--- config.mk ---
export PLATFORM = sky130hd
export DESIGN_NAME = decode_stage
export DESIGN_NICKNAME = d
export VERILOG_FILES = /design/src/rtl/decode_pkg.sv /design/src/rtl/decode_logic.sv /design/src/rtl/decode_stage.sv
export SDC_FILE = /design/constraint.sdc
export NUM_CORES = 1
export LEC_CHECK = 0
export BUFFER_PORTS_ARGS = -buffer_cell sky130_fd_sc_hd__buf_2
export CORE_AREA = 2 2 117 119
export CTS_CLUSTER_DIAMETER = 120
export CTS_CLUSTER_SIZE = 28
export DETAILED_ROUTE_END_ITERATION = 6
export DIE_AREA = 0 0 119 121
export MAX_ROUTING_LAYER = met4
export PLACE_DENSITY = 0.8
export SYNTH_ARGS = -nofsm -noshare
export SYNTH_HDL_FRONTEND = slang
export SYNTH_SLANG_ARGS = --single-unit
--- constraint.sdc ---
create_clock -name clk -period 2.1 [get_ports clk]
set_clock_uncertainty 0.05 [all_clocks]
set_input_delay 0.105 -clock clk [delete_from_list [all_inputs] [get_ports clk]]
set_output_delay 0.105 -clock clk [all_outputs]
set_load 0.01 [all_outputs]
--- src/rtl/decode_pkg.sv ---
// Shared decode definitions: ALU opcodes, instruction field enums, the
// accumulator register index and the packed decoded-op record.
package decode_pkg;

  localparam int unsigned NUM_REGS_P = 12;
  localparam int unsigned RA_W       = $clog2(NUM_REGS_P + 1);
  localparam int unsigned IMM_W      = 8;
  localparam int unsigned ALU_W      = 4;

  localparam logic [RA_W-1:0] ACC = RA_W'(NUM_REGS_P);

  localparam logic [ALU_W-1:0] ALU_AND = 4'd0;
  localparam logic [ALU_W-1:0] ALU_SLT = 4'd1;
  localparam logic [ALU_W-1:0] ALU_OR  = 4'd2;
  localparam logic [ALU_W-1:0] ALU_NOT = 4'd3;
  localparam logic [ALU_W-1:0] ALU_ADD = 4'd4;
  localparam logic [ALU_W-1:0] ALU_SUB = 4'd5;
  localparam logic [ALU_W-1:0] ALU_PASS = 4'd6;
  localparam logic [ALU_W-1:0] ALU_BEQ = 4'd7;
  localparam logic [ALU_W-1:0] ALU_SRL = 4'd8;
  localparam logic [ALU_W-1:0] ALU_SRA = 4'd9;
  localparam logic [ALU_W-1:0] ALU_SLL = 4'd10;

  typedef enum logic [2:0] {
    OP_RTYPE = 3'b000,
    OP_MEM   = 3'b001,
    OP_ADD   = 3'b010,
    OP_ADDI  = 3'b011,
    OP_SUB   = 3'b100,
    OP_TR    = 3'b101,
    OP_JR    = 3'b110,
    OP_SHIFT = 3'b111
  } op_e;

  typedef enum logic [1:0] {
    SUB_0 = 2'd0,
    SUB_1 = 2'd1,
    SUB_2 = 2'd2,
    SUB_3 = 2'd3
  } sub_e;

  typedef struct packed {
    logic [ALU_W-1:0] alu;
    logic [RA_W-1:0]  rs;
    logic [RA_W-1:0]  rt;
    logic [RA_W-1:0]  rd;
    logic [IMM_W-1:0] imm;
    logic             reg_write;
    logic             car_write;
    logic             sel_imm;
    logic             jump;
    logic             mem_read;
    logic             mem_write;
    logic             mem2reg;
    logic             done;
  } decoded_op_t;

endpackage

--- src/rtl/decode_logic.sv ---
// Combinational instruction decoder: raw instruction bits [8:0] to a
// decoded_op_t; every field not used by an op stays 0.
module decode_logic
  import decode_pkg::*;
#(
  parameter int INSTR_WIDTH = 9
) (
  input  logic [INSTR_WIDTH-1:0] i_instr,
  output decoded_op_t            o_op
);

  logic [8:0]      w_i;
  op_e             w_opc;
  sub_e            w_sub;
  logic [RA_W-1:0] w_f54;
  logic [RA_W-1:0] w_f32;

  assign w_i   = i_instr[8:0];
  assign w_opc = op_e'(w_i[8:6]);
  assign w_sub = sub_e'(w_i[1:0]);
  assign w_f54 = RA_W'(w_i[5:4]);
  assign w_f32 = RA_W'(w_i[3:2]);

  // Decode table.
  always_comb begin
    o_op = '0;
    case (w_opc)
      OP_RTYPE: begin
        if (w_sub == SUB_3) begin
          o_op.alu = ALU_BEQ;
          o_op.rs  = w_f54;
          o_op.rt  = w_f32 + RA_W'(8);
        end else begin
          o_op.alu       = {2'b00, w_sub};
          o_op.rs        = w_f54 + RA_W'(4);
          o_op.rt        = w_f32;
          o_op.rd        = ACC;
          o_op.reg_write = 1'b1;
        end
      end
      OP_MEM: begin
        case (w_sub)
          SUB_0: begin
            o_op.alu       = ALU_PASS;
            o_op.rs        = w_f32;
            o_op.rd        = w_f54 + RA_W'(4);
            o_op.reg_write = 1'b1;
            o_op.mem_read  = 1'b1;
            o_op.mem2reg   = 1'b1;
          end
          SUB_1: begin
            o_op.alu       = ALU_PASS;
            o_op.rs        = w_f54 + RA_W'(4);
            o_op.rt        = w_f32;
            o_op.mem_write = 1'b1;
          end
          SUB_2: begin
            o_op.alu       = ALU_ADD;
            o_op.rs        = RA_W'(w_i[5:2]);
            o_op.rd        = RA_W'(w_i[5:2]);
            o_op.imm       = IMM_W'(1);
            o_op.sel_imm   = 1'b1;
            o_op.reg_write = 1'b1;
          end
          default: begin
            o_op.alu       = ALU_NOT;
            o_op.rs        = RA_W'(w_i[5:2]);
            o_op.rd        = RA_W'(w_i[5:2]);
            o_op.reg_write = 1'b1;
          end
        endcase
      end
      OP_ADD, OP_SUB: begin
        o_op.alu       = (w_opc == OP_ADD) ? ALU_ADD : ALU_SUB;
        o_op.rs        = w_f54 + RA_W'(4);
        o_op.rt        = w_f32;
        o_op.rd        = RA_W'(w_i[1:0]) + RA_W'(8);
        o_op.reg_write = 1'b1;
        o_op.car_write = 1'b1;
      end
      OP_ADDI: begin
        o_op.alu       = ALU_ADD;
        o_op.rs        = w_f32;
        o_op.rd        = w_f54 + RA_W'(8);
        o_op.imm       = IMM_W'(w_i[1:0]);
        o_op.sel_imm   = 1'b1;
        o_op.reg_write = 1'b1;
      end
      OP_TR: begin
        o_op.alu       = ALU_PASS;
        o_op.rs        = RA_W'(w_i[2:0]) + RA_W'(5);
        o_op.rd        = RA_W'(w_i[5:3]) + RA_W'(1);
        o_op.reg_write = 1'b1;
      end
      OP_JR: begin
        o_op.alu  = ALU_PASS;
        o_op.imm  = {{(IMM_W-6){w_i[5]}}, w_i[5:0]};
        o_op.jump = 1'b1;
      end
      OP_SHIFT: begin
        if (w_sub == SUB_3) begin
          o_op.done = 1'b1;
        end else begin
          o_op.alu       = ALU_SRL + {2'b00, w_sub};
          o_op.rs        = w_f54 + RA_W'(4);
          o_op.rd        = w_f54 + RA_W'(4);
          o_op.rt        = w_f32;
          o_op.reg_write = 1'b1;
          o_op.car_write = 1'b1;
        end
      end
      default: o_op = '0;
    endcase
  end

endmodule

--- src/rtl/decode_stage.sv ---
// Decode stage: decodes accepted instructions into a DEPTH-entry FIFO of ops.
// Optional perf counters (issue_cnt/stall_cnt) are built under DECODE_PERF_EN.
module decode_stage
  import decode_pkg::*;
#(
  parameter int NUM_REGS    = 12,
  parameter int INSTR_WIDTH = 9,
  parameter int REG_WIDTH   = 8,
  parameter int OP_WIDTH    = 4,
  parameter int DEPTH       = 4
) (
  input  logic                          clk,
  input  logic                          rst_n,
  input  logic                          in_valid,
  input  logic [INSTR_WIDTH-1:0]        instruction,
  output logic                          in_ready,
  input  logic                          flush,
  output logic                          out_valid,
  input  logic                          out_ready,
  output logic [OP_WIDTH-1:0]           alu_op,
  output logic [$clog2(NUM_REGS+1)-1:0] rs_addr,
  output logic [$clog2(NUM_REGS+1)-1:0] rt_addr,
  output logic [$clog2(NUM_REGS+1)-1:0] rd_addr,
  output logic [REG_WIDTH-1:0]          imm,
  output logic                          reg_write,
  output logic                          car_write,
  output logic                          sel_imm,
  output logic                          jump,
  output logic                          mem_read,
  output logic                          mem_write,
  output logic                          mem2reg,
  output logic                          done,
  output logic                          halted,
  output logic [$clog2(DEPTH):0]        level
`ifdef DECODE_PERF_EN
  ,
  output logic [15:0]                   issue_cnt,
  output logic [15:0]                   stall_cnt
`endif
);

  localparam int RA = $clog2(NUM_REGS + 1);
  localparam int PW = $clog2(DEPTH);
  localparam int LW = PW + 1;

  decoded_op_t       r_mem [DEPTH];
  logic [PW-1:0]     r_wr_ptr;
  logic [PW-1:0]     r_rd_ptr;
  logic [LW-1:0]     r_level;
  logic              r_halted;
  decoded_op_t       w_dec;
  decoded_op_t       w_head;
  logic              w_push;
  logic              w_pop;

  decode_logic #(.INSTR_WIDTH(INSTR_WIDTH)) u_decode (
    .i_instr (instruction),
    .o_op    (w_dec)
  );

  assign out_valid = (r_level != '0);
  assign in_ready  = rst_n && !r_halted && ((r_level < LW'(DEPTH)) || out_ready);
  assign w_push    = in_valid && in_ready;
  assign w_pop     = out_valid && out_ready;

  // Queue storage, pointers and occupancy; a popped DONE drops everything behind it.
  always_ff @(posedge clk or negedge rst_n) begin
    if (!rst_n) begin
      r_wr_ptr <= '0;
      r_rd_ptr <= '0;
      r_level  <= '0;
      r_halted <= 1'b0;
      for (int k = 0; k < DEPTH; k++) r_mem[k] <= '0;
    end else if (flush) begin
      r_wr_ptr <= '0;
      r_rd_ptr <= '0;
      r_level  <= '0;
    end else if (w_pop && w_head.done) begin
      r_wr_ptr <= '0;
      r_rd_ptr <= '0;
      r_level  <= '0;
      r_halted <= 1'b1;
    end else begin
      if (w_push) begin
        r_mem[r_wr_ptr] <= w_dec;
        r_wr_ptr        <= r_wr_ptr + 1'b1;
      end
      if (w_pop) begin
        r_rd_ptr <= r_rd_ptr + 1'b1;
      end
      case ({w_push, w_pop})
        2'b10:   r_level <= r_level + 1'b1;
        2'b01:   r_level <= r_level - 1'b1;
        default: r_level <= r_level;
      endcase
    end
  end

  // Head entry, forced to zero when the queue is empty.
  always_comb begin
    w_head = '0;
    if (out_valid) begin
      w_head = r_mem[r_rd_ptr];
    end else begin
      w_head = '0;
    end
  end

  assign alu_op    = OP_WIDTH'(w_head.alu);
  assign rs_addr   = RA'(w_head.rs);
  assign rt_addr   = RA'(w_head.rt);
  assign rd_addr   = RA'(w_head.rd);
  assign imm       = REG_WIDTH'(w_head.imm);
  assign reg_write = w_head.reg_write;
  assign car_write = w_head.car_write;
  assign sel_imm   = w_head.sel_imm;
  assign jump      = w_head.jump;
  assign mem_read  = w_head.mem_read;
  assign mem_write = w_head.mem_write;
  assign mem2reg   = w_head.mem2reg;
  assign done      = w_head.done;
  assign halted    = r_halted;
  assign level     = r_level;

`ifdef DECODE_PERF_EN
  logic [15:0] r_issue_cnt;
  logic [15:0] r_stall_cnt;

  // Saturating issue and stall counters.
  always_ff @(posedge clk or negedge rst_n) begin
    if (!rst_n) begin
      r_issue_cnt <= 16'd0;
      r_stall_cnt <= 16'd0;
    end else begin
      if (w_pop && !flush && (r_issue_cnt != 16'hFFFF)) begin
        r_issue_cnt <= r_issue_cnt + 16'd1;
      end
      if (out_valid && !out_ready && (r_stall_cnt != 16'hFFFF)) begin
        r_stall_cnt <= r_stall_cnt + 16'd1;
      end
    end
  end

  assign issue_cnt = r_issue_cnt;
  assign stall_cnt = r_stall_cnt;
`endif

endmodule

======== Word-level counts from Yosys, hierarchy flattened ========
Index checks and enable logic that the tools add are counted.
word-level totals
  bits in registers ....................... 136
  bits in latches ......................... 0
  memory bits (writable) .................. 0
  bits in read-only memories .............. 0
  output and inout port bits .............. 38
  word-level logic and storage cells ...... 147
  memories ................................ 0
operators by class
  $add $sub $neg .......................... 10
  multiply operators ...................... 0
  div/mod/pow operators ................... 0
  $lt $le $gt $ge ......................... 4
  equality and inequality tests ........... 12
  shifts and indexed selects .............. 0
  muxes and demuxes ....................... 42
  bitwise operators ....................... 4
  reductions and logical operators ........ 19
operator list
  cell                                                             count
  128-bit bitwise mux                                              1
  32-bit 2-to-1 mux                                                4
  4-bit one-hot mux with 6 select lines                            3
  32-bit binary-select mux with 2-bit select                       1
  32-bit demux with 2-bit select                                   1
  8-bit one-hot mux with 3 select lines                            1
  7-bit one-hot mux with 3 select lines                            1
  16-bit 2-to-1 mux                                                1
  2-bit 2-to-1 mux                                                 8
  4-bit one-hot mux with 4 select lines                            1
  2-bit by 4-bit adder with 4-bit output, second input constant    3
  3-bit == test, second input constant                             4
  11-bit 2-to-1 mux                                                1
  1-bit 2-to-1 mux                                                 10
  3-bit 2-to-1 mux                                                 3
  3-bit nonzero test                                               3
  4-bit one-hot mux with 2 select lines                            1
  2-bit == test, second input constant                             3
  3-bit by 2-bit == test with 1-bit output, second input constant  2
  3-bit greater-or-equal comparator, second input constant         2
  1-bit logical AND                                                6
  2-bit NOT with 3-bit output                                      2
  3-bit one-hot mux with 2 select lines                            1
  2-bit by 1-bit adder with 2-bit output, second input constant    2
  other kinds (22)                                                 26

======== Longest topological paths before layout ========
Gate-level depths: netlist of the first run.
  depth after elaboration ................. 8
  gate-level depth with buffers ........... 7

======== Cells and area by module ========
Synthesis of the first run repeated with hierarchy kept, for this count alone.
unflattened totals
  cell total of the unflattened synthesis .. 531
  area total of the unflattened synthesis .. 7074.3 µm²
modules (own cells, without submodules)
  module        times used  cells an instance  area an instance (µm²)  seq. area each (µm²)
  decode_stage  1           400                6247.2                  3403.3
  decode_logic  1           131                827.0                   0.0

======== Worst setup path after synthesis of the first run ========
OpenSTA, ideal clock, no wires.
  path type ............................... register to register
  start point ............................. reg r_level[0], in the netlist level[0]
  end point ............................... reg r_level[2], in the netlist level[2]
  library setup time ...................... 0.077 ns
  arrival ................................. 2.099 ns
  setup slack ............................. -0.126 ns
  stages on the path, launching flop included .. 8
  buffers on the path ..................... 0
  clock period less this slack ............ 2.226 ns
  cell sequence ........................... dfrtp_1 o31ai_2 inv_1 ha_1 fa_1 xnor2_1 or3_1 a21oi_1
between the ends
  longest elaborated chain between the ends .. 8
  elaborated cells between the ends (all ways) .. 16
ends and longest elaborated chain
  item                                                                              RTL line            text
  start: declaration                                                                decode_stage.sv:49  logic [LW-1:0] r_level;
  start signal: assignment                                                          decode_stage.sv:92  2'b10: r_level <= r_level + 1'b1;
  start signal: assignment                                                          decode_stage.sv:93  2'b01: r_level <= r_level - 1'b1;
  start signal: assignment                                                          decode_stage.sv:94  default: r_level <= r_level;
  3-bit less-than comparator                                                        decode_stage.sv:62  assign in_ready = rst_n && !r_halted && ((r_level < LW'(DEPTH)) || out_ready);
  1-bit logical OR                                                                  decode_stage.sv:62
  1-bit logical AND                                                                 decode_stage.sv:62
  1-bit logical AND                                                                 decode_stage.sv:63  assign w_push = in_valid && in_ready;
  2-bit by 1-bit == test with 1-bit output / 2-bit == test (equally long branches)  decode_stage.sv:91  case ({w_push, w_pop})
  3-bit one-hot mux with 2 select lines                                             decode_stage.sv:91
  3-bit 2-to-1 mux                                                                  decode_stage.sv:78  end else if (w_pop && w_head.done) begin
  3-bit 2-to-1 mux                                                                  decode_stage.sv:74  end else if (flush) begin
Several ways; a longest one is shown, not always the timed one.
A chain may end at the register's enable or synchronous reset.

======== Worst setup path in the final report of the first run ========
  start point ............................. reg r_rd_ptr[0]
  end point ............................... out jump
between the ends
  longest elaborated chain between the ends .. 5
ends and longest elaborated chain
  item                                                   RTL line             text
  start: declaration                                     decode_stage.sv:48   logic [PW-1:0] r_rd_ptr;
  start signal: assignment                               decode_stage.sv:89   r_rd_ptr <= r_rd_ptr + 1'b1;
  2-bit NOT with 3-bit output (implied by the code)      decode_stage.sv:103  w_head = r_mem[r_rd_ptr];
  32-bit binary-select mux with 2-bit select             decode_stage.sv:103
  32-bit 2-to-1 mux (implied by the code) (2 in series)  decode_stage.sv:103
  32-bit 2-to-1 mux                                      decode_stage.sv:102  if (out_valid) begin
  end: declaration                                       decode_stage.sv:28   output logic jump,
No other way between the ends. The select of a mux whose other input is x is not followed.

==> results by group, run 1 <==
Status
  – Status: finished, violations left
  – Violated checks: negative setup slack

Logic synthesis
  – Synth warn: 0
  – Syn Nets: 515
  – Synth unique cells: 56
  – Ys flop type: dfrtp_1
  – Average cell area after synthesis: 13.25 um^2
  – Area contributors post-synth: dfrtp_1 (46%), mux2_2 (12%), mux4_2 (9.4%), mux2_4 (8.8%), nor2b_1 (3.2%)
  – Area leader, netlist: dfrtp_1
  – Async set-reset flop share out of synthesis: 1.000
  – Mapped Area: between 6000 and 7000 um^2
  – Post-synth EDFFs: 0
  – Synth top area share: 0.4643
  – Sequential share of the synthesized area: 0.4643
  – Synth Instances: 488
  – Seq cells post-synth: 120

Cells and area
  – Fraction of layout cells with a size suffix above 1: 0.4913
  – Synth-to-layout area growth: 23.89%
  – Nets: 592
  – # diodes: 0
  – Post-route cell area: between 8000 and 9000 um^2
  – Fill cells: 991
  – Fin util: 0.6124
  – Commonest non-fill, non-tap cell in the layout: dfrtp_1
  – Commonest non-fill, non-tap cells in the layout: dfrtp_1 (117), mux2_2 (67), buf_2 (45), mux2_4 (38)

Routing
  – Antenna viol nets, final: 0
  – Drt drc: 0
  – Total wire length: 15600 um
  – First-pass detailed-route iteration total: 4
  – Number of DRC markers in iteration 0: 311
  – WL/cell: 20.69 um
  – Routed vias/inst: 5.691
  – Vias: between 4000 and 5000

GRT
  – GRT met2 Usage: 0.3732
  – Vias in the first global route: about 4500
  – Largest net degree at the start of global routing: 62
  – Initial antenna violation count: 0
  – Met3 usage in global routing: 0.04511
  – Overall Global Routing Usage: 0.2284
  – Met1 usage: 0.2934
  – GRT overflow: 0
  – First-pass GRT wire length: ~24000 um
  – Busiest layer in global routing: met2

Placed design
  – Port Buf Inserts: 50
  – DP Wirelength: 9648 um
  – GP Congestion: 0.9480
  – Dpl cell area: 7087 um^2

Clock tree
  – Max Root-Sink Buffers: 2
  – Clk_lat worst skew: 0.42 ns
  – Clock sinks: 120
  – Clock slew at reported path FFs: around 0.05 ns
  – H-tree Lvls: 4
  – Clock root buffer: clkbuf_16
  – Clock tree from TritonCTS: yes
  – Inserted Clock Buffers: 17

STA
  – Final setup viols: 40
  – Final slew viol count: 0
  – Slew at the pin with the worst max-slew slack: 0.7441 ns
  – Relative slew slack: 0.5039
  – Final critical-path required period: 2.143 ns
  – Setup ws final: -0.04269 ns
  – Fin. Hold Viols: 0
  – Fin crit share: 1.020
  – Max frequency: 466.7 MHz
  – Unrepaired setup endpoints after global routing: yes

Critical path
  – Setup crit start kind: flip-flop
  – Crit path max fanout: 7
  – Critical Path RT: around 2.0 ns
  – Crit end category: output pin
  – Worst EP arrival: about 2.0 ns
  – Crit Path Class: flip-flop to output pin

Die
  – CORE AREA: 13090 um^2
  – Top Ports: 52
  – Row cnt: 42
  – Chip width: around 120 um
  – Die area: 14400 um^2
  – Die Y: 121 um
  – Starting Density: 0.4943

Power
  – Leakage: between 3 and 4 nW
  – Maximum vdd drop: 531.9 uV
  – Power Density: between 800 and 900 nW/um^2

Run
  – Max_cap viols: 0

Min path
  – Hold WC Path Type: input pin to flip-flop
[report_power, final]
part	leakage, nW	switching, W	internal (W)
Clock	0.305	0.00106	0.00204
Combinational	1.79	0.000669	0.000499
Sequential	1.67	0.0000334	0.00234
[worst paths after layout]
| kind | startpoint | to | slack (ns) | cells past startpoint |
|---|---|---|---|---|
| min | out_ready | halted$_DFFE_PN0P_ | 0.06 | 4 |
| min reg2reg | r_mem[8]$_DFFE_PN0P_ | r_mem[8]$_DFFE_PN0P_ | 0.45 | 1 |
| max reg2reg | r_rd_ptr[0]$_DFFE_PN0P_ | r_mem[2]$_DFFE_PN0P_ | -0.02 | 7 |
| max | r_rd_ptr[0]$_DFFE_PN0P_ | jump | -0.04 | 5 |
| min in group asynchronous | rst_n | r_rd_ptr[1]$_DFFE_PN0P_ | 0.33 | 3 |
| max in group asynchronous | rst_n | level[2]$_DFFE_PN0P_ | 0.61 | 4 |
[registers in the layout, indices dropped and copies added, names as in the netlist]
signal / cells
r_mem: 112
r_rd_ptr: 2
halted: 1
level: 3
r_wr_ptr: 2
[stage by stage]
| step | hold WS (ns) | std cells | setup WS [ns] | total power (W) | TNS, ns |
|---|---|---|---|---|---|
| 6_report | 0.05857 | 754 | -0.04269 | 0.006642 | -0.4551 |
| 5_1_grt | 0.07433 | 754 | -0.07211 | 0.006873 | -4.427 |
| 4_1_cts | 0.03938 | 748 | -0.06520 | 0.006623 | -1.660 |
| 3_5_place_dp | 0.2599 | 709 | 0.03249 | 0.003354 | 0 |
| 3_3_place_gp | 0.2359 | 709 | 0.07605 | 0.003330 | 0 |
| 2_1_floorplan | -0.2406 | 488 | 0.001335 | 0.003006 | 0 |
[cell usage after synthesis, types with 6 or more instances]
library cell	n
o21ai_0	12
buf_2	9
and2_1	10
a21oi_1	12
nor2_1	19
mux2_2	67
clkbuf_1	12
mux2i_1	6
nor2b_1	33
dfrtp_1	120
ha_1	12
nand2_1	7
mux4_2	27
inv_1	12
mux2_4	38
[final cells by class]
class | count | area [um^2] | share of cell area
Sequential cell | 120 | 3007 | 0.3752
Clock buffer | 19 | 452.9 | 0.05653
Multi-Input combinational cell | 321 | 3327 | 0.4152
Timing Repair Buffer | 93 | 784.5 | 0.09791
Tap cell | 176 | 220.2 | 0.02748
Inverter | 12 | 45.04 | 0.005621
Clock inverter | 13 | 176.4 | 0.02202
[per-layer routing]
layer	share of wire	wire, um
met1	0.44	6795
met2	0.52	8120
met3	0.039	608
met4	0.0046	72
met5	0	0
[critical path, cell delays in order (launching register included)]
cell and delay, ns:
dfrtp_2 0.44, buf_12 0.15, clkbuf_16 0.17, mux4_2 0.51, nor2b_1 0.15, buf_2 0.14
[timing repair]
action | in CTS | in global routing
resized for setup | 3 | 27
hold endpoints to repair | 62 | 0
hold buffers | 2 | 0
buffers inserted | 4 | 4
setup endpoints to repair | 30 | 101
pin swaps | 1 | 6
gates cloned | 1 | 3
[kinds of logic after synthesis]
| kind of cell | after synthesis | synth area share |
|---|---|---|
| adder cells (fa/ha/maj) | 13 | 0.02631 |
| multiplexers | 138 | 0.3082 |
| XOR/XNOR | 5 | 0.006771 |
| other | 1 | 0.0005798 |
| AND/OR/NAND/NOR | 102 | 0.08996 |
| flip-flops | 120 | 0.4643 |
| AO/OA/AOI/OAI | 62 | 0.06733 |
| buffers and inverters | 47 | 0.03656 |
Note: power is estimated with default switching activity, not from simulation.
==> run 2: changes to the inputs <==
--- a/config.mk
+++ b/config.mk
@@ -6,11 +6,11 @@
 export NUM_CORES = 1
 export LEC_CHECK = 0
 export BUFFER_PORTS_ARGS = -buffer_cell sky130_fd_sc_hd__buf_2
-export CORE_AREA = 2 2 117 119
+export CORE_AREA = 2 2 84 166
 export CTS_CLUSTER_DIAMETER = 120
 export CTS_CLUSTER_SIZE = 28
 export DETAILED_ROUTE_END_ITERATION = 6
-export DIE_AREA = 0 0 119 121
+export DIE_AREA = 0 0 86 168
 export MAX_ROUTING_LAYER = met4
 export PLACE_DENSITY = 0.8
 export SYNTH_ARGS = -nofsm -noshare
==> run 2 against run 1 <==
- critical endpoint unchanged
- the flow still finishes with violations (negative setup slack)
- via count up 1.2%
- clock-buffer cell count rose by 3
- maximum frequency barely moved
- global-route usage is 1.2 points lower
==> results by group, run 2 (synthesized netlist as in run 1, its figures left out) <==
Cells and area
  – # diodes: 0 (unchanged)
  – Synth-to-layout area growth: 22.81%
  – Fraction of layout cells with a size suffix above 1: 0.4818 (-0.009547)
  – Register area: 3007 um^2 (unchanged)
  – Biggest register: r_mem
  – Commonest non-fill, non-tap cell in the layout: dfrtp_1
  – Fin util: 0.5977 (-0.01461)
  – Nets: 591 (-0.17%)
  – Max reg flops: 112 (unchanged)
  – Fill cells: 957 (-3.4%)
  – Multi-input logic area: 3292 um^2 (-1.1%)
  – Commonest non-fill, non-tap cells in the layout: dfrtp_1 (117), mux2_2 (67), buf_2 (45), mux2_4 (38), nor2b_1 (30)

Critical path
  – Worst path bufs/invs: 3 (unchanged)
  – CP max stage delay: 0.51 ns (about the same)
  – Setup crit start kind: flip-flop
  – Crit path max fanout: 6 (-1)
  – Crit end category: output pin
  – Worst EP arrival: 1.99 ns (about the same)
  – Slowest cell on crit path: mux4_2
  – CP cell instances: buf_4 > clkbuf_16 > mux4_2 > nor2b_1 > buf_2
  – Critical Path RT: 1.95 ns (about the same)
  – Crit Path Class: flip-flop to output pin
  – CP delay by family, top: multiplexers

Placed design
  – Port Buf Inserts: 50 (unchanged)
  – GP Congestion: 0.9474 (about the same)
  – DP Wirelength: 9359 um (-3.0%)

Routing
  – WL/cell: 20.50 um (-0.90%)
  – Number of DRC markers in iteration 0: 406 (+31%)
  – Drt drc: 0 (unchanged)
  – Routed vias/inst: 5.932 (+4.2%)
  – Total wire length: 15010 um (-3.8%)
  – Antenna viol nets, final: 0 (unchanged)
  – Vias: 4342 (+1.2%)
  – First-pass detailed-route iteration total: 4 (unchanged)

Power
  – Register share of total power: 0.360 (+0.003)
  – Combinational Power Share: 0.175 (about the same)
  – Leakage: 3.743 nW (-0.47%)
  – Maximum vdd drop: 738.2 uV (+39%)
  – Power Density: 833.7 nW/um^2 (+0.57%)
  – Clk pwr share: 0.465 (-0.002)
  – Switching Share: 0.2631 (-0.002884)
  – Psw: 0.001742 W (-1.4%)
  – Internal: 0.004879 W (about the same)

STA
  – Final critical-path required period: 2.143 ns (+0.0008127 ns)
  – Fin crit share: 1.021 (about the same)
  – Setup tns final: -0.2688 ns (+0.1863 ns)
  – Slew at the pin with the worst max-slew slack: 0.9464 ns (+0.2023 ns)
  – Fin. Hold Viols: 0 (unchanged)
  – Final slew viol count: 0 (unchanged)
  – Relative slew slack: 0.3690 (-0.1349)
  – Post-Route Hold Slack: 0.08343 ns (+0.02485 ns)
  – Setup ws final: -0.04350 ns (-0.0008127 ns)
  – Final setup viols: 17 (-57%)
  – Max frequency: 466.5 MHz (about the same)
  – Unrepaired setup endpoints after global routing: yes

Die
  – Row cnt: 60 (+43%)
  – CORE AREA: 13290 um^2 (+1.5%)
  – Die area: 14450 um^2 (+0.34%)
  – Die Y: 168 um (+39%)
  – Starting Density: 0.4867 (-0.007540)
  – Chip width: 86 um (-28%)
  – Top Ports: 52 (unchanged)

Clock tree
  – Clk_lat worst skew: 0.41 ns (about the same)
  – Clock tree from TritonCTS: yes
  – Clock root buffer: clkbuf_16
  – Max Root-Sink Buffers: 2 (unchanged)
  – Clock slew at reported path FFs: 0.06 ns (about the same)
  – Clock sinks: 120 (unchanged)
  – H-tree Lvls: 4 (unchanged)
  – Inserted Clock Buffers: 17 (unchanged)

GRT
  – Largest net degree at the start of global routing: 73 (+18%)
  – Overall Global Routing Usage: 0.2163 (-0.01213)
  – First-pass GRT wire length: 23580 um (-3.3%)
  – GRT overflow: 0 (unchanged)
  – Initial antenna violation count: 0 (unchanged)
  – Vias in the first global route: 4552 (+0.15%)

Status
  – Status: finished, violations left
  – Violated checks: negative setup slack

Min path
  – Hold WC Path Type: input pin to flip-flop

Run
  – Max_cap viols: 0 (unchanged)
run 2: power by group through the flow:
stage | clock [W] | combinational (W) | sequential, W
after floorplan | 0 | 0.000589 | 0.00242
after global placement | 0 | 0.000929 | 0.00241
after detailed placement | 0 | 0.000941 | 0.00241
after CTS | 0.00311 | 0.000983 | 0.00238
after global routing | 0.00321 | 0.00126 | 0.00239
final | 0.00308 | 0.00116 | 0.00238
run 2: metrics by stage:
step	std cells	area (um^2)	setup WS (ns)	total power [W]
2_1_floorplan	488	6486	0.001335	0.003006
3_3_place_gp	689	7043	0.06765	0.003339
3_5_place_dp	689	7043	0.01768	0.003354
4_1_cts	723	7719	-0.0003002	0.006471
5_1_grt	732	7943	-0.1234	0.006855
6_report	732	7943	-0.04350	0.006622
run 2: final timing paths:
kind	to	cells past startpoint	start	slack (ns)
max in group asynchronous	r_mem[10]$_DFFE_PN0P_	4	rst_n	0.39
hold / removal	halted$_DFFE_PN0P_	4	out_ready	0.08
setup reg to reg	r_mem[90]$_DFFE_PN0P_	6	r_rd_ptr[0]$_DFFE_PN0P_	0.01
hold reg to reg	r_mem[12]$_DFFE_PN0P_	1	r_mem[12]$_DFFE_PN0P_	0.45
min in group asynchronous	halted$_DFFE_PN0P_	3	rst_n	0.39
setup / recovery	jump	5	r_rd_ptr[0]$_DFFE_PN0P_	-0.04
run 2: cell type report:
class                           count  share of cell area
Multi-Input combinational cell    321              0.4145
Sequential cell                   120              0.3785
Timing Repair Buffer               92             0.09688
Clock buffer                       22             0.06222
Tap cell                          155             0.02442
Clock inverter                     10             0.01780
Inverter                           12            0.005671
run 2: tightest hold or removal path, stage by stage:
cell and delay [ns]:
buf_2 0.12, o31ai_4 0.07, buf_4 0.13, o31ai_1 0.08
run 2: timing repair:
action	4_1_cts	5_1_grt
endpoints found under the hold margin	74	0
gates cloned	0	4
gates resized for setup	5	24
setup endpoints to repair	28	51
hold buffers	2	0
buffers inserted	0	5
pin swaps	1	3
run 2: metal layers:
metal / up-vias / GRT usage / wire length (um)
li1: 1930 / - / -
met1: 2267 / 0.2773 / 6253
met2: 121 / 0.3445 / 7749
met3: 24 / 0.04657 / 725
met4: 0 / 0.06487 / 278
met5: - / - / 0
